[config.mk]
export PLATFORM = sky130hd
export DESIGN_NAME = uncache_store_axi_bridge
export DESIGN_NICKNAME = d
export VERILOG_FILES = /design/src/rtl/uncache_store_axi_bridge.sv
export SDC_FILE = /design/constraint.sdc
export NUM_CORES = 1
export LEC_CHECK = 0
export ABC_CLOCK_PERIOD_IN_PS = 2150
export BUFFER_PORTS_ARGS = -buffer_cell sky130_fd_sc_hd__buf_4
export CORE_MARGIN = 2
export CORE_UTILIZATION = 45
export DETAILED_ROUTE_END_ITERATION = 12
export HOLD_SLACK_MARGIN = 0.15
export PLACE_DENSITY = 0.91
export SETUP_SLACK_MARGIN = 0.3
export SLEW_MARGIN = 25
export SYNTH_ARGS = -nofsm -noshare
export SYNTH_HDL_FRONTEND = slang
export SYNTH_SLANG_ARGS = --single-unit
[constraint.sdc]
create_clock -name clk -period 2.15 [get_ports clk]
set_input_delay 0.215 -clock clk [delete_from_list [all_inputs] [get_ports clk]]
set_output_delay 0.215 -clock clk [all_outputs]
set_load 0.005 [all_outputs]
[src/rtl/uncache_store_axi_bridge.sv]
// uncache_store_axi_bridge: drains uncached store-buffer head entries as
// single-beat AXI writes (AW/W/B), one write outstanding at a time.
// Optional build macro UCS_TIMEOUT_EN adds a watchdog that abandons a write
// stuck in SEND or RESP for TIMEOUT_CYC cycles.
module uncache_store_axi_bridge #(
    parameter int ID_W        = 4,
    parameter int TIMEOUT_CYC = 255
) (
    input  logic            clk,
    input  logic            rst_,
    input  logic [31:0]     sb_addr,
    input  logic [31:0]     sb_data,
    input  logic [3:0]      sb_rwen,
    input  logic            sb_uncache,
    output logic            ucs_busy,
    output logic [ID_W-1:0] awid,
    output logic [31:0]     awaddr,
    output logic [7:0]      awlen,
    output logic [2:0]      awsize,
    output logic [1:0]      awburst,
    output logic            awvalid,
    input  logic            awready,
    output logic [31:0]     wdata,
    output logic [3:0]      wstrb,
    output logic            wlast,
    output logic            wvalid,
    input  logic            wready,
    input  logic            bvalid,
    input  logic [1:0]      bresp,
    output logic            bready,
    output logic            ucs_err
);

    typedef enum logic [1:0] {IDLE, SEND, RESP} state_t;

    typedef struct packed {
        logic [31:0] addr;
        logic [31:0] data;
        logic [3:0]  strb;
        logic [2:0]  size;
    } req_t;

    state_t state;
    req_t   req;

    // Transfer size from the byte-enable pattern; irregular masks go out as
    // a full word and rely on wstrb to select the bytes.
    function automatic logic [2:0] size_of(input logic [3:0] rwen);
        case (rwen)
            4'b0001, 4'b0010, 4'b0100, 4'b1000: size_of = 3'd0;
            4'b0011, 4'b1100:                   size_of = 3'd1;
            default:                            size_of = 3'd2;
        endcase
    endfunction

    // Fixed single-beat INCR burst, ID 0
    assign awid    = '0;
    assign awlen   = 8'd0;
    assign awburst = 2'b01;
    assign wlast   = 1'b1;
    assign awaddr  = req.addr;
    assign awsize  = req.size;
    assign wdata   = req.data;
    assign wstrb   = req.strb;

    // A channel is finished once its valid has dropped or its handshake is
    // completing this cycle.
    logic aw_ok, w_ok, send_done, tmo_hit;
    assign aw_ok     = !awvalid || awready;
    assign w_ok      = !wvalid  || wready;
    assign send_done = aw_ok && w_ok;

`ifdef UCS_TIMEOUT_EN
    localparam int TMO_W = ($clog2(TIMEOUT_CYC + 1) > 8) ? $clog2(TIMEOUT_CYC + 1) : 8;
    logic [TMO_W-1:0] tmo_cnt;

    // Watchdog counter restarts on entry to SEND and to RESP
    always_ff @(posedge clk or negedge rst_) begin
        if (!rst_)
            tmo_cnt <= '0;
        else if (state == IDLE || (state == SEND && send_done))
            tmo_cnt <= '0;
        else
            tmo_cnt <= tmo_cnt + 1'b1;
    end

    assign tmo_hit = (state != IDLE) && (tmo_cnt == TMO_W'(TIMEOUT_CYC));
`else
    assign tmo_hit = 1'b0;
`endif

    // Main FSM: accept, run AW and W independently, wait for B
    always_ff @(posedge clk or negedge rst_) begin
        if (!rst_) begin
            state    <= IDLE;
            req      <= '0;
            awvalid  <= 1'b0;
            wvalid   <= 1'b0;
            bready   <= 1'b0;
            ucs_busy <= 1'b0;
            ucs_err  <= 1'b0;
        end else begin
            ucs_err <= 1'b0;
            case (state)
                IDLE: begin
                    // zero-mask uncached entries are popped by the buffer and dropped here
                    if (sb_uncache && sb_rwen != 4'b0000) begin
                        req      <= '{addr: sb_addr, data: sb_data, strb: sb_rwen,
                                      size: size_of(sb_rwen)};
                        awvalid  <= 1'b1;
                        wvalid   <= 1'b1;
                        ucs_busy <= 1'b1;
                        state    <= SEND;
                    end
                end
                SEND: begin
                    if (awvalid && awready) awvalid <= 1'b0;
                    if (wvalid && wready)   wvalid  <= 1'b0;
                    if (send_done) begin
                        bready <= 1'b1;
                        state  <= RESP;
                    end
                end
                RESP: begin
                    if (bvalid) begin
                        bready   <= 1'b0;
                        ucs_busy <= 1'b0;
                        ucs_err  <= (bresp != 2'b00);
                        state    <= IDLE;
                    end
                end
                default: state <= IDLE;
            endcase
            // watchdog abandons the write; later assignments take priority
            if (tmo_hit) begin
                awvalid  <= 1'b0;
                wvalid   <= 1'b0;
                bready   <= 1'b0;
                ucs_busy <= 1'b0;
                ucs_err  <= 1'b1;
                state    <= IDLE;
            end
        end
    end

endmodule
==> results.yml, run 1 <==
worst_setup_path:
  critical_path_class: "reg2reg"
  r2r-end: "awaddr[1]"
  worstPathArrival_ps: 2010
  r2r-start: "state[0]"
  cp-endpoint: "awaddr[1]"
  reg2reg_depth: 4
  critPathLaunchType: "register"
  end_kind: "register"
  crit_path_max_fanout: 38
  crit_start: "state[0]"
  required_ps: 2360
  ff2ff_setup_slack_ps: 350
cells_and_area:
  fin_cells: 512
  area_growth_pct: 66.2
  multi_input_area_sq_um: 1030
  drive_gt1_frac: 0.419
  regArea_sq_um: 1930
  antenna_cells: 0
  fin_nets: 503
  nFillCells: 391
power:
  switchingPower_mw: 1.81
  p_leak_nw: 2.45
  power.share.switching: 0.291
  pwr-share-comb: 0.405
  power_frac_seq: 0.417
  irDropWorstVdd_mv: 0.685
  clock_power_share: 0.179
  intPower_mw: 4.41
  cellPowerDensity_nw_per_um2: 1200
global_route:
  antenna_found_initial: 0
  grt_first_pass_wirelength_um: 12200
  grt_max_degree: 78
  gr-usage-all-layers: 0.212
  grt_pass1_vias: 2526
  grt.overflow.total: 0
sta:
  rsz0062_at_grt: "true"
  post-route-min-period_ps: 1800
  min_period_over_period: 0.838
  hold_viol: 0
  tightestPinTransition_ps: 681
  fin_skew_ps: 6.19
  setup_viol: 0
  fmax_ghz: 0.555
  slew_viol_final: 0
  maxSlewHeadroom: 0.546
  tns_ps: 0
clocking:
  cts-root-buf: "clkbuf_8"
  ctsHtreeMaxLevel: 3
  clk_transition_reported_paths_ps: 70
  insertion_delay_ps: 330
  cts_tree: "done"
  cts_buffers: 9
  clockBufferDepth: 2
  numClockSinks: 77
die:
  initial_core_util: 0.461
  rows: 30
  dieArea_sq_um: 7600
  core_area_sq_um: 6760
  die_y_um: 87.2
  io_pins: 167
  die_w_um: 87.2
placed_design:
  numPortBuffers: 150
  dp.cells: 422
  gp_congestion: 0.761
  place_hpwl_um: 4780
logic_synthesis:
  syn_inst: 201
  ys_seq_area_frac: 0.619
  avgSynthCellArea_sq_um: 15.5
  synth_area_sq_um: 3110
  ys_ff_latch: 77
  synth_cell_type_count: 26
  yosys_warnings: 0
drt:
  firstDrtPassIters: 4
  ant_nets: 0
  via_count: 2383
  drc: 0
  wl_um: 7860
  via_per_inst: 4.65
  routedWlPerCell_um: 15.4
  drt_iter0_drc: 43
worst_hold_path:
  hold_class: "in2reg"
status:
  outcome: "completed"
flow_run:
  drv_cap: 0
-- cell usage after synthesis --
| master | number | area [sq um] |
|---|---|---|
| o21a_1 | 1 | 7.51 |
| a2bb2oi_1 | 2 | 17.5 |
| nor3_1 | 1 | 5.00 |
| nor2_1 | 2 | 7.51 |
| buf_4 | 16 | 120 |
| nor4bb_1 | 1 | 10.0 |
| mux2_2 | 8 | 90.1 |
| nand4_1 | 1 | 6.26 |
| nand2_1 | 2 | 7.51 |
| nor2b_1 | 1 | 6.26 |
| nor3b_1 | 1 | 7.51 |
| conb_1 | 2 | 7.51 |
| a21boi_0 | 1 | 7.51 |
| o31ai_1 | 1 | 7.51 |
| inv_1 | 1 | 3.75 |
| o22ai_1 | 1 | 6.26 |
| o21ai_0 | 7 | 35.0 |
| buf_2 | 2 | 10.0 |
| dfrtp_1 | 77 | 1930 |
| buf_6 | 7 | 78.8 |
| nor4_4 | 1 | 21.3 |
| nand2b_1 | 2 | 12.5 |
| a31oi_1 | 1 | 6.26 |
| or3b_1 | 1 | 8.76 |
| nor2_8 | 1 | 20.0 |
| mux2_1 | 60 | 676 |
-- cell families after synthesis --
kind of cell | count (synthesis) | synth area share
buffers and inverters | 26 | 0.0683
other | 2 | 0.00241
AO/OA/AOI/OAI | 14 | 0.0281
multiplexers | 68 | 0.246
AND/OR/NAND/NOR | 14 | 0.0362
flip-flops | 77 | 0.619
-- registers in the layout (all words and copies together) (netlist names) --
signal,cells
state,2
wstrb,4
wdata,32
ucs_busy,1
awvalid,1
wvalid,1
awsize,2
ucs_err,1
bready,1
awaddr,32
-- worst max-delay path: stages (launching register included) --
cell	delay, ps
dfrtp_1	460
or3b_4	480
nor2_8	130
buf_12	220
mux2_1	370
-- timing repair --
item / CTS / global route
gates resized for setup: 1 / 0
endpoints found under the setup margin: 46 / 55
hold buffers: 72 / 0
pin swaps: 0 / 1
endpoints found under the hold margin: 148 / 0
setup buffers: 0 / 2
-- power groups by stage --
stage	sequential, mW	clock, mW	combinational [mW]
after detailed placement	2.60	0	2.40
after CTS	2.58	1.15	2.52
final	2.59	1.11	2.52
after floorplan	2.59	0	0.996
after global routing	2.69	1.22	2.73
after global placement	2.56	0	2.31
-- through the flow --
| stage | area, sq um | util | hold slack [ps] | setup slack [ps] | power [mW] |
|---|---|---|---|---|---|
| final | 5170 | 0.766 | 171 | 349 | 6.22 |
| after global placement | 4220 | 0.625 | 392 | 329 | 4.88 |
| after detailed placement | 4220 | 0.625 | 398 | 271 | 5.01 |
| after global routing | 5170 | 0.766 | 157 | 277 | 6.64 |
| after CTS | 5160 | 0.763 | 155 | 328 | 6.25 |
| after floorplan | 3170 | - | -80.6 | 401 | 3.59 |
-- final cells by class --
class,instances,area share
well taps,80,0.0193
inverters,1,0.000725
repair buffers,226,0.368
clock inverters,4,0.00870
clock buffers,12,0.0319
flip-flops and latches,77,0.372
multi-input cells,112,0.199
-- placed cells by master, fill, tap and decap left out, types with 2 or more instances in the layout --
cell / synthesis / routed
dlygate4sd3_1: 0 / 72
nor2_1: 2 / 2
buf_12: 0 / 2
buf_4: 16 / 151
nand2_1: 2 / 2
conb_1: 2 / 16
nand2b_1: 2 / 2
clkbuf_8: 0 / 12
mux2_2: 8 / 8
o21ai_0: 7 / 7
clkinv_2: 0 / 3
mux2_1: 60 / 60
dfrtp_1: 77 / 77
a2bb2oi_1: 2 / 2
-- how the worst min path moves through the flow --
stage	to	from	cells past startpoint	slack [ps]
2_1_floorplan	awaddr[0]	rst_	0	-80
3_3_place_gp	wvalid	wready	2	390
3_5_place_dp	awvalid	awready	2	400
4_1_cts	ucs_err	bresp[1]	3	150
5_1_grt	ucs_err	bresp[1]	3	160
6_report	wstrb[2]	sb_rwen[2]	2	170
-- per-layer routing --
| metal | routed length (um) | up-vias | GRT usage |
|---|---|---|---|
| met1 | 2920 | 1153 | 0.234 |
| met4 | 121 | 0 | 0.0643 |
| met3 | 507 | 11 | 0.0588 |
| met2 | 4310 | 98 | 0.393 |
| met5 | 0 | - | 0 |
| li1 | - | 1121 | - |
Power figures use the tool's default switching activity.
==> run 2, diff against run 1 <==
--- a/config.mk
+++ b/config.mk
@@ -5,7 +5,7 @@
 export SDC_FILE = /design/constraint.sdc
 export NUM_CORES = 1
 export LEC_CHECK = 0
-export ABC_CLOCK_PERIOD_IN_PS = 2150
+export ABC_CLOCK_PERIOD_IN_PS = 1700
 export BUFFER_PORTS_ARGS = -buffer_cell sky130_fd_sc_hd__buf_4
 export CORE_MARGIN = 2
 export CORE_UTILIZATION = 45
==> constraint.sdc (replaced) <==
create_clock -name clk -period 1.7 [get_ports clk]
set_input_delay 0.17 -clock clk [delete_from_list [all_inputs] [get_ports clk]]
set_output_delay 0.17 -clock clk [all_outputs]
set_load 0.005 [all_outputs]
==> results.yml, run 2 (synthesis gave the netlist of run 1 again) <==
status:
  outcome: "complete, but fails checks"
  violations: "setup timing"
clocking:
  ctsHtreeMaxLevel: 3
  numClockSinks: 77
  cts_tree: "done"
  clk_transition_reported_paths_ps: 90
  cts-root-buf: "clkbuf_8"
  insertion_delay_ps: 340
  cts_buffers: 9
  clockBufferDepth: 2
power:
  power_frac_seq: 0.349
  pwr-share-comb: 0.496
  p_leak_nw: 2.82
  irDropWorstVdd_mv: 1.06
  switchingPower_mw: 2.87
  power.share.switching: 0.297
  cellPowerDensity_nw_per_um2: 1680
  p_total_mw: 9.68
  intPower_mw: 6.81
  clock_power_share: 0.156
worst_setup_path:
  crit_path_max_fanout: 9
  critPathLaunchType: "register"
  critical_path_class: "reg2reg"
  worstPathArrival_ps: 1970
  required_ps: 1930
  end_kind: "register"
sta:
  slew_viol_final: 0
  tns_ps: -550
  fmax_ghz: 0.576
  layout_setup_ws_ps: -36.8
  setup_viol: 38
  post-route-min-period_ps: 1740
  min_period_over_period: 1.02
  rsz0062_at_grt: "true"
  hold_viol: 0
  fin_skew_ps: 8.55
global_route:
  grt_max_degree: 43
  antenna_found_initial: 0
  gr-usage-all-layers: 0.261
  grt_first_pass_wirelength_um: 14900
  grt_pass1_vias: 2946
  grt.overflow.total: 0
die:
  dieArea_sq_um: 7600
  core_area_sq_um: 6760
  rows: 30
  initial_core_util: 0.461
  die_w_um: 87.2
  die_y_um: 87.2
  io_pins: 167
placed_design:
  place_hpwl_um: 5030
  numPortBuffers: 150
  place_worst_setup_slack_ps: -55.0
  gp_congestion: 0.751
drt:
  drt_iter0_drc: 68
  via_count: 2651
  highest_layer: "met4"
  wl_met3_um: 584
  drc: 0
  routedWlPerCell_um: 19.7
  firstDrtPassIters: 4
  dr_wl_met2_um: 5700
  via_per_inst: 4.99
  wl_um: 10500
  ant_nets: 0
  drt-met1-wl_um: 3920
cells_and_area:
  antenna_cells: 0
  nFillCells: 328
  fin_nets: 522
  most-common-layout-cells: "buf_4, dfrtp_1, dlygate4sd3_1"
  area_growth_pct: 85.4
  drive_gt1_frac: 0.565
  final_common_cell: "buf_4"
flow_run:
  drv_cap: 0
worst_hold_path:
  hold_class: "in2reg"
==> run 2: worst paths after layout <==
path	slack, ps	start	cells after the start	endpoint
max in group asynchronous	780	rst_	3	wdata[9]
hold reg to reg	500	wdata[23]	1	wdata[23]
min in group asynchronous	320	rst_	2	wstrb[3]
setup reg to reg	-40	state[1]	5	wdata[25]
hold / removal	200	sb_rwen[3]	3	awsize[0]
setup / recovery	-40	state[1]	5	wdata[25]
==> run 2: final cells by class <==
| type | instances | area (sq um) | area share |
|---|---|---|---|
| Multi-Input combinational cell | 112 | 1280 | 0.222 |
| Clock inverter | 6 | 87.6 | 0.0152 |
| Timing Repair Buffer | 245 | 2240 | 0.389 |
| Sequential cell | 77 | 1930 | 0.334 |
| Tap cell | 80 | 100 | 0.0173 |
| Inverter | 1 | 3.75 | 0.000650 |
| Clock buffer | 10 | 128 | 0.0221 |
==> run 2: critical path, cell delays in order (launching register included) <==
cell and delay [ps]:
dfrtp_1 380, or3b_4 430, nor2_8 180, buf_6 170, buf_16 150, mux2_4 310
==> run 2: metrics by stage <==
step	area [sq um]	hold slack [ps]	instances	util
finish	5770	202	531	0.854
floorplan	3200	-126	215	-
global route	5770	191	531	0.854
CTS	5600	183	528	0.829
global placement	4300	153	428	0.637
detailed placement	4300	158	428	0.637
==> run 2: power by group through the flow <==
stage	clock [mW]	sequential [mW]	combinational, mW
final	1.51	3.38	4.80
after global routing	1.62	3.46	5.05
after CTS	1.52	3.28	4.28
after detailed placement	0	3.27	3.23
after global placement	0	3.22	3.10
after floorplan	0	3.29	1.37
==> run 2: timing repair <==
action / CTS / global route
gates resized for setup: 46 / 25
setup buffers: 5 / 0
pin swaps: 2 / 2
hold buffers: 74 / 0
cloned: 5 / 3
hold endpoints to repair: 107 / 0
endpoints found under the setup margin: 71 / 72
==> run 2: per-layer routing <==
| metal | GRT usage | vias to the layer above |
|---|---|---|
| li1 | - | 1162 |
| met1 | 0.288 | 1348 |
| met2 | 0.476 | 121 |
| met3 | 0.0616 | 20 |
| met4 | 0.112 | 0 |
| met5 | 0 | - |
